===== src/rtl/mem_loader_pkg.sv =====
// mem_loader_pkg: definitions shared by the memory loader and the CPU/memory
// bus mux that selects between the loader and the CPU.
//   state_t         loader FSM state encoding (also exported for debug)
//   MEM_AW          default memory word-address width (AWIDTH-1)
//   sum16()         16-bit modular add used by the checksum accumulators
package mem_loader_pkg;

  localparam int AWIDTH_DEFAULT = 16;
  localparam int DWIDTH_DEFAULT = 16;
  localparam int MEM_AW         = AWIDTH_DEFAULT - 1;

  typedef enum logic [2:0] {
    ST_IDLE = 3'd0,
    ST_HI   = 3'd1,
    ST_LO   = 3'd2,
    ST_WR   = 3'd3,
    ST_RQ   = 3'd4,
    ST_RW   = 3'd5,
    ST_CK   = 3'd6,
    ST_DONE = 3'd7
  } state_t;

  // Checksums are plain 16-bit sums; the carry out is deliberately dropped.
  function automatic logic [15:0] sum16(input logic [15:0] a, input logic [15:0] b);
    return a + b;
  endfunction

endpackage


===== src/rtl/mem_loader_sum.sv =====
// mem_loader_sum: 16-bit modular accumulator.
//   clk, rst  clock, asynchronous active-high reset (sum -> 0)
//   clr       synchronous clear; wins over add
//   add       add din into the running sum this cycle
//   din       value to accumulate
//   sum       current accumulated value (carry discarded)
module mem_loader_sum
  import mem_loader_pkg::*;
(
  input  logic        clk,
  input  logic        rst,
  input  logic        clr,
  input  logic        add,
  input  logic [15:0] din,
  output logic [15:0] sum
);

  always_ff @(posedge clk or posedge rst) begin
    if (rst) begin
      sum <= '0;
    end else if (clr) begin
      sum <= '0;
    end else if (add) begin
      sum <= sum16(sum, din);
    end
  end

endmodule


===== src/rtl/mem_loader.sv =====
// mem_loader: bus initiator that loads a host byte stream into memory and
// verifies it by reading the range back and comparing 16-bit checksums.
//   clk, rst       clock, asynchronous active-high reset
//   start          begin a load (only honoured in IDLE)
//   base_addr      first word address, captured on start
//   word_count     number of words to load, captured on start
//   in_valid/in_data/in_ready   host byte stream
//   mem_re/mem_we/memaddr/wmemdata/rmemdata   memory bus (read data one
//                  cycle after mem_re)
//   busy           high whenever the FSM is not in IDLE
//   done           one-cycle pulse at the end of a load
//   err            sticky failure flag, rises with done, cleared by start
//   cpu_rst_hold   keeps the CPU in reset until a load verifies cleanly
//   state_dbg      current FSM state
//
// Stream handshake: a byte transfers on a rising edge where in_valid and
// in_ready are both high; in_valid may be held or dropped freely, and
// in_ready depends only on the FSM state (high in HI and LO).
module mem_loader
  import mem_loader_pkg::*;
#(
  parameter int AWIDTH = 16,
  parameter int DWIDTH = 16
) (
  input  logic              clk,
  input  logic              rst,
  input  logic              start,
  input  logic [AWIDTH-2:0] base_addr,
  input  logic [AWIDTH-1:0] word_count,
  input  logic              in_valid,
  input  logic [7:0]        in_data,
  output logic              in_ready,
  output logic              mem_re,
  output logic              mem_we,
  output logic [AWIDTH-2:0] memaddr,
  output logic [DWIDTH-1:0] wmemdata,
  input  logic [DWIDTH-1:0] rmemdata,
  output logic              busy,
  output logic              done,
  output logic              err,
  output logic              cpu_rst_hold,
  output state_t            state_dbg
);

  localparam int MAW = AWIDTH - 1;
  // Largest legal word_count: the whole address space, 2^(AWIDTH-1) words.
  localparam logic [AWIDTH-1:0] MAX_COUNT = {1'b1, {(AWIDTH-1){1'b0}}};

  if (DWIDTH != 16) begin : g_dwidth_check
    $error("mem_loader: only DWIDTH=16 is supported");
  end

  state_t            state;
  state_t            state_next;
  logic [AWIDTH-1:0] index_q;
  logic [AWIDTH-1:0] index_next;
  logic [AWIDTH-1:0] index_inc;
  logic [MAW-1:0]    base_q;
  logic [AWIDTH-1:0] count_q;
  logic [7:0]        hi_q;
  logic              err_pend;
  logic              start_acc;
  logic              byte_hs;
  logic              too_big;
  logic [15:0]       wsum;
  logic [15:0]       rsum;

  assign in_ready  = (state == ST_HI) || (state == ST_LO);
  assign byte_hs   = in_valid && in_ready;
  assign too_big   = word_count > MAX_COUNT;
  assign index_inc = index_q + AWIDTH'(1);
  assign state_dbg = state;

  // State register
  always_ff @(posedge clk or posedge rst) begin
    if (rst) begin
      state <= ST_IDLE;
    end else begin
      state <= state_next;
    end
  end

  // Next state and next word index
  always_comb begin
    state_next = state;
    index_next = index_q;
    start_acc  = 1'b0;
    case (state)
      ST_IDLE: begin
        if (start) begin
          start_acc  = 1'b1;
          index_next = '0;
          if (word_count == '0 || too_big) begin
            state_next = ST_DONE;
          end else begin
            state_next = ST_HI;
          end
        end
      end
      ST_HI: begin
        if (byte_hs) state_next = ST_LO;
      end
      ST_LO: begin
        if (byte_hs) state_next = ST_WR;
      end
      ST_WR: begin
        // The last write rewinds the index so verification starts at base.
        if (index_inc == count_q) begin
          index_next = '0;
          state_next = ST_RQ;
        end else begin
          index_next = index_inc;
          state_next = ST_HI;
        end
      end
      ST_RQ: begin
        state_next = ST_RW;
      end
      ST_RW: begin
        index_next = index_inc;
        state_next = (index_inc == count_q) ? ST_CK : ST_RQ;
      end
      ST_CK: begin
        state_next = ST_DONE;
      end
      ST_DONE: begin
        state_next = ST_IDLE;
      end
      default: begin
        state_next = ST_IDLE;
      end
    endcase
  end

  // Registered outputs and datapath. Bus strobes are registered from the
  // next state so they are high exactly while the FSM sits in WR / RQ; the
  // address uses the next index so it is already correct in that cycle.
  // done, err and cpu_rst_hold are registered from DONE, so they change
  // together in the cycle after DONE.
  always_ff @(posedge clk or posedge rst) begin
    if (rst) begin
      index_q      <= '0;
      base_q       <= '0;
      count_q      <= '0;
      hi_q         <= '0;
      mem_re       <= 1'b0;
      mem_we       <= 1'b0;
      memaddr      <= '0;
      wmemdata     <= '0;
      busy         <= 1'b0;
      done         <= 1'b0;
      err          <= 1'b0;
      err_pend     <= 1'b0;
      cpu_rst_hold <= 1'b1;
    end else begin
      index_q <= index_next;
      mem_we  <= (state_next == ST_WR);
      mem_re  <= (state_next == ST_RQ);
      busy    <= (state_next != ST_IDLE);
      done    <= (state == ST_DONE);

      if (state_next == ST_WR || state_next == ST_RQ) begin
        memaddr <= base_q + index_next[MAW-1:0];
      end

      if (start_acc) begin
        base_q   <= base_addr;
        count_q  <= word_count;
        err      <= 1'b0;
        err_pend <= too_big;
      end

      if (state == ST_HI && byte_hs) begin
        hi_q <= in_data;
      end

      if (state == ST_LO && byte_hs) begin
        wmemdata <= {hi_q, in_data};
      end

      if (state == ST_CK) begin
        err_pend <= (rsum != wsum);
      end

      if (state == ST_DONE) begin
        err          <= err_pend;
        cpu_rst_hold <= err_pend;
      end
    end
  end

  mem_loader_sum u_wsum (
    .clk (clk),
    .rst (rst),
    .clr (start_acc),
    .add (state == ST_WR),
    .din (wmemdata),
    .sum (wsum)
  );

  mem_loader_sum u_rsum (
    .clk (clk),
    .rst (rst),
    .clr (start_acc),
    .add (state == ST_RW),
    .din (rmemdata),
    .sum (rsum)
  );

endmodule


===== config.mk =====
export PLATFORM = sky130hd
export DESIGN_NAME = mem_loader
export DESIGN_NICKNAME = d
export VERILOG_FILES = /design/src/rtl/mem_loader_pkg.sv /design/src/rtl/mem_loader_sum.sv /design/src/rtl/mem_loader.sv
export SDC_FILE = /design/constraint.sdc
export NUM_CORES = 1
export LEC_CHECK = 0
export ABC_AREA = 1
export CAP_MARGIN = 25
export CORE_MARGIN = 1
export CORE_UTILIZATION = 50
export CTS_CLUSTER_SIZE = 12
export DETAILED_ROUTE_END_ITERATION = 10
export PLACE_DENSITY = 0.78
export SLEW_MARGIN = 20
export SYNTH_ARGS = -nofsm -noshare
export SYNTH_HDL_FRONTEND = slang
export SYNTH_SLANG_ARGS = --single-unit

===== constraint.sdc =====
create_clock -name clk -period 8.2 [get_ports clk]
set_input_delay 0.82 -clock clk [delete_from_list [all_inputs] [get_ports clk]]
set_output_delay 0.82 -clock clk [all_outputs]
set_load 0.02 [all_outputs]

==> out/qor.log <==
[cts] level count of the clock H-tree 4
[final_layout] number of inserted filler cells in the final layout 1,342
[final_layout] commonest non-fill, non-tap cell in the layout sky130_fd_sc_hd__nand2_1
[cts] Gates resized, CTS repair 0
[timing] post-route setup TNS 0 ns
[synth] gate count after technology mapping 1,043
[detailed_routing] number of DRC violations after detailed routing 0
[synth] Post-Syn Area 7844 sq um
[floorplanning] area of the core 15,260 sq um
[floorplanning] die area 16,190 sq um
[worst_setup_path] critical setup path kind register to register
[final_layout] area taken by flip-flops and latches 3204 sq um
[detailed_routing] detailed-route wire length per cell 15.17 microns
[cts] clock tree from TritonCTS yes
[placed_design] placed wire-length estimate 15.61 mm
[timing] maximum clock skew at final layout 0.01028 ns
[min_path] type of the worst min-delay path register to register
[global_routing] initial antenna violation count 0
[worst_setup_path] required arrival time at the worst endpoint 8.51 ns
[synth] ys flop type sky130_fd_sc_hd__dfrtp_1
[cts] hold buffer count at cts 0
[power_and_ir_drop] leak pwr 4.731 nW
[detailed_routing] average via count per standard cell 5.379
[timing] clock period minus worst slack 4.973 ns
[floorplanning] die outline width 127.3 microns
[global_routing] GRT Total Usage 0.2748
[final_layout] diode insertion count for antenna repair 0
[timing] final count of hold timing violations 0
[final_layout] area delta synth->final 22.51%
[cts] Clk pin slew, worst setup/hold paths 0.06 ns
[synth] average footprint of a synthesized cell 7.520 sq um
[timing] number of endpoints failing setup at the final stage 0
[synth] asr flop ratio synth 1.000
[placed_design] Port Buf Inserts 99
[detailed_routing] 1st-pass router iterations 5
[floorplanning] Starting Density 0.5141
[detailed_routing] number of DRC markers after the initial detailed-route iteration 608
[worst_setup_path] R2R cell count 22
[detailed_routing] post-route antenna net violation count 0
[detailed_routing] detailed-route wire length 20.79 mm
[worst_setup_path] endpoint kind of the worst setup timing path register
[final_layout] Final Instance Count excl. Fillers 1,370
[min_path] number of cells traversed by the worst hold path 2
[global_routing] maximum number of pins on one net before global-route repair 85
[worst_setup_path] sort of element at the start of the critical path register
[cts] clock latency at the later pin of the worst-skew pair 0.42 ns
[placed_design] Final Wtd Congestion 0.9322
[timing] headroom to the max-slew limit 0.3929
[synth] Post-synth EDFFs 0
[power_and_ir_drop] maximum resistive drop on vdd 0.2140 mV
[cts] Post-CTS Setup Bufs 0
[run] number of max-cap violations 0
[global_routing] global-route wire length before repair 34.63 mm
[placed_design] pre-CTS WS 3.303 ns
[cts] buffers from clock root to sink, at most 2
[synth] Syn Nets 1,150
[synth] number of library cell types mapped by synthesis 43
[cts] count of clock tree sinks 128
[worst_setup_path] largest driver fanout on the critical path 14
[global_routing] total global routing overflow 0
[timing] post-route fraction of the period consumed by the critical path 0.6064
[timing] unrepaired setup endpoints after global routing no
[synth] Synth warnings 0
[placed_design] Cell Count Post-Placement 1,338
[final_layout] layout cells sized above 1 0.06557
[timing] Slew @ Worst Pin 0.9073 ns
[cts] Root Buffer Master sky130_fd_sc_hd__clkbuf_16
[final_layout] commonest cells after routing, fill and taps aside sky130_fd_sc_hd__nand2_1, sky130_fd_sc_hd__dfrtp_1, sky130_fd_sc_hd__clkdlybuf4s50_1
[final_layout] count of nets after finishing 1,253
[floorplanning] count of standard-cell rows 45
[floorplanning] IO Pins 100
[worst_setup_path] Arrival @ worst endpoint 5.29 ns
[floorplanning] y dimension of the die 127.3 microns
[final_layout] multi-input gate area in the final layout 4169 sq um
[power_and_ir_drop] Pwr Density 381.3 nW/um^2
[global_routing] number of global-route vias before repair 6,894
[cts] Num CTS Buffers 17
[timing] maximum operating frequency 201.1 MHz
[synth] sequential share of the synthesized area 0.4085
[timing] final number of max-transition violations 0
[synth] number of storage elements in the synthesis netlist 128
[timing] post-layout worst setup margin 3.227 ns
[outcome] run status completed
[detailed_routing] vias after detailed routing 7,369
per-layer routing:
layer	vias up	global-route usage	routed length, microns
met5	-	0	0
met4	0	0.1064	537
met3	37	0.04523	1297
met2	254	0.4072	8924
met1	3433	0.4027	10030
li1	3645	-	-
sequential cells by signal, summed over array words and instances, names as in the netlist:
signal        cells
base_q           15
busy              1
count_q          16
cpu_rst_hold      1
done              1
err               1
err_pend          1
hi_q              8
index_q          16
mem_re            1
mem_we            1
memaddr          15
state_dbg         3
u_rsum.sum       16
u_wsum.sum       16
wmemdata         16
critical path, cell delays in order (launching register included):
cell and delay [ns]:
sky130_fd_sc_hd__dfrtp_1 0.41, sky130_fd_sc_hd__inv_1 0.13, sky130_fd_sc_hd__nand2_1 0.09, sky130_fd_sc_hd__nor2_1 0.70
sky130_fd_sc_hd__clkinv_1 0.52, sky130_fd_sc_hd__nand3_1 0.40, sky130_fd_sc_hd__nand2_1 0.17, sky130_fd_sc_hd__inv_1 0.34
sky130_fd_sc_hd__o21ai_0 0.19, sky130_fd_sc_hd__ha_1 0.24, sky130_fd_sc_hd__fa_1 0.41, sky130_fd_sc_hd__nand3_1 0.09
sky130_fd_sc_hd__nand2_1 0.10, sky130_fd_sc_hd__nand4_1 0.10, sky130_fd_sc_hd__nand2_1 0.06, sky130_fd_sc_hd__nand2_1 0.07
sky130_fd_sc_hd__a21oi_1 0.09, sky130_fd_sc_hd__a31oi_1 0.26, sky130_fd_sc_hd__o21ai_0 0.16, sky130_fd_sc_hd__inv_1 0.09
sky130_fd_sc_hd__nand3_1 0.08, sky130_fd_sc_hd__nand3_1 0.10, sky130_fd_sc_hd__nand2_1 0.06
layout make-up:
cell class              instances  share of cell area
clock inverters                15             0.01432
inverters                     103             0.04076
well taps                     211             0.02747
flip-flops and latches        128              0.3335
multi-input cells             794              0.4339
clock buffers                  17             0.04427
repair buffers                102              0.1059
per-stage QoR:
stage                       util  hold slack (ns)  total power [mW]  area [sq um]
after floorplan                -           0.4437             2.333          7844
after global placement    0.5926           0.4516             2.866          9042
after detailed placement  0.5926           0.4624             2.908          9042
after CTS                 0.6295           0.4826             3.655          9605
after global routing      0.6298           0.5063             3.954          9609
final                     0.6298           0.4736             3.664          9609
cell usage after synthesis (all sizes together), types with 3 or more instances:
| library cell | number | area share |
|---|---|---|
| nor4 | 4 | 0.0032 |
| xor2 | 21 | 0.023 |
| dfrtp | 127 | 0.41 |
| clkbuf | 15 | 0.0072 |
| nor2 | 68 | 0.038 |
| a21oi | 52 | 0.033 |
| buf | 3 | 0.0038 |
| nand4 | 15 | 0.012 |
| o21ai | 89 | 0.057 |
| xnor2 | 10 | 0.011 |
| nand2 | 362 | 0.18 |
| nand3 | 77 | 0.052 |
| nand3b | 3 | 0.0033 |
| o2111ai | 3 | 0.0034 |
| a32o | 6 | 0.0077 |
| a31oi | 4 | 0.0032 |
| nor3 | 6 | 0.0038 |
| or2 | 7 | 0.0056 |
| fa | 3 | 0.0077 |
| ha | 45 | 0.072 |
| o22ai | 10 | 0.0080 |
| inv | 102 | 0.049 |
worst paths after layout:
check                      slack (ns)          from           to
max reg2reg                      3.23  state_dbg[1]  memaddr[14]
max in group asynchronous        6.26           rst   count_q[9]
min                              0.47    memaddr[0]   memaddr[0]
min reg2reg                      0.47    memaddr[0]   memaddr[0]
min in group asynchronous        0.81           rst       mem_re
max                              3.23  state_dbg[1]  memaddr[14]
report_power, final:
part | internal (mW) | switching (mW) | total [mW]
clock network | 0.420 | 0.306 | 0.726
logic | 0.683 | 1.10 | 1.78
registers | 0.901 | 0.256 | 1.16
total | 2.00 | 1.66 | 3.66
kinds of logic (layout without fill, tap and decap cells):
logic type,Yosys count,after routing,share of synthesized area
adder cells (fa/ha/maj),48,48,0.07944
multiplexers,1,1,0.001436
AND/OR/NAND/NOR,542,542,0.2949
buffers and inverters,121,237,0.06061
XOR/XNOR,31,31,0.03461
AO/OA/AOI/OAI,172,172,0.1204
flip-flops,128,128,0.4085
(Power assumes the default switching activity.)
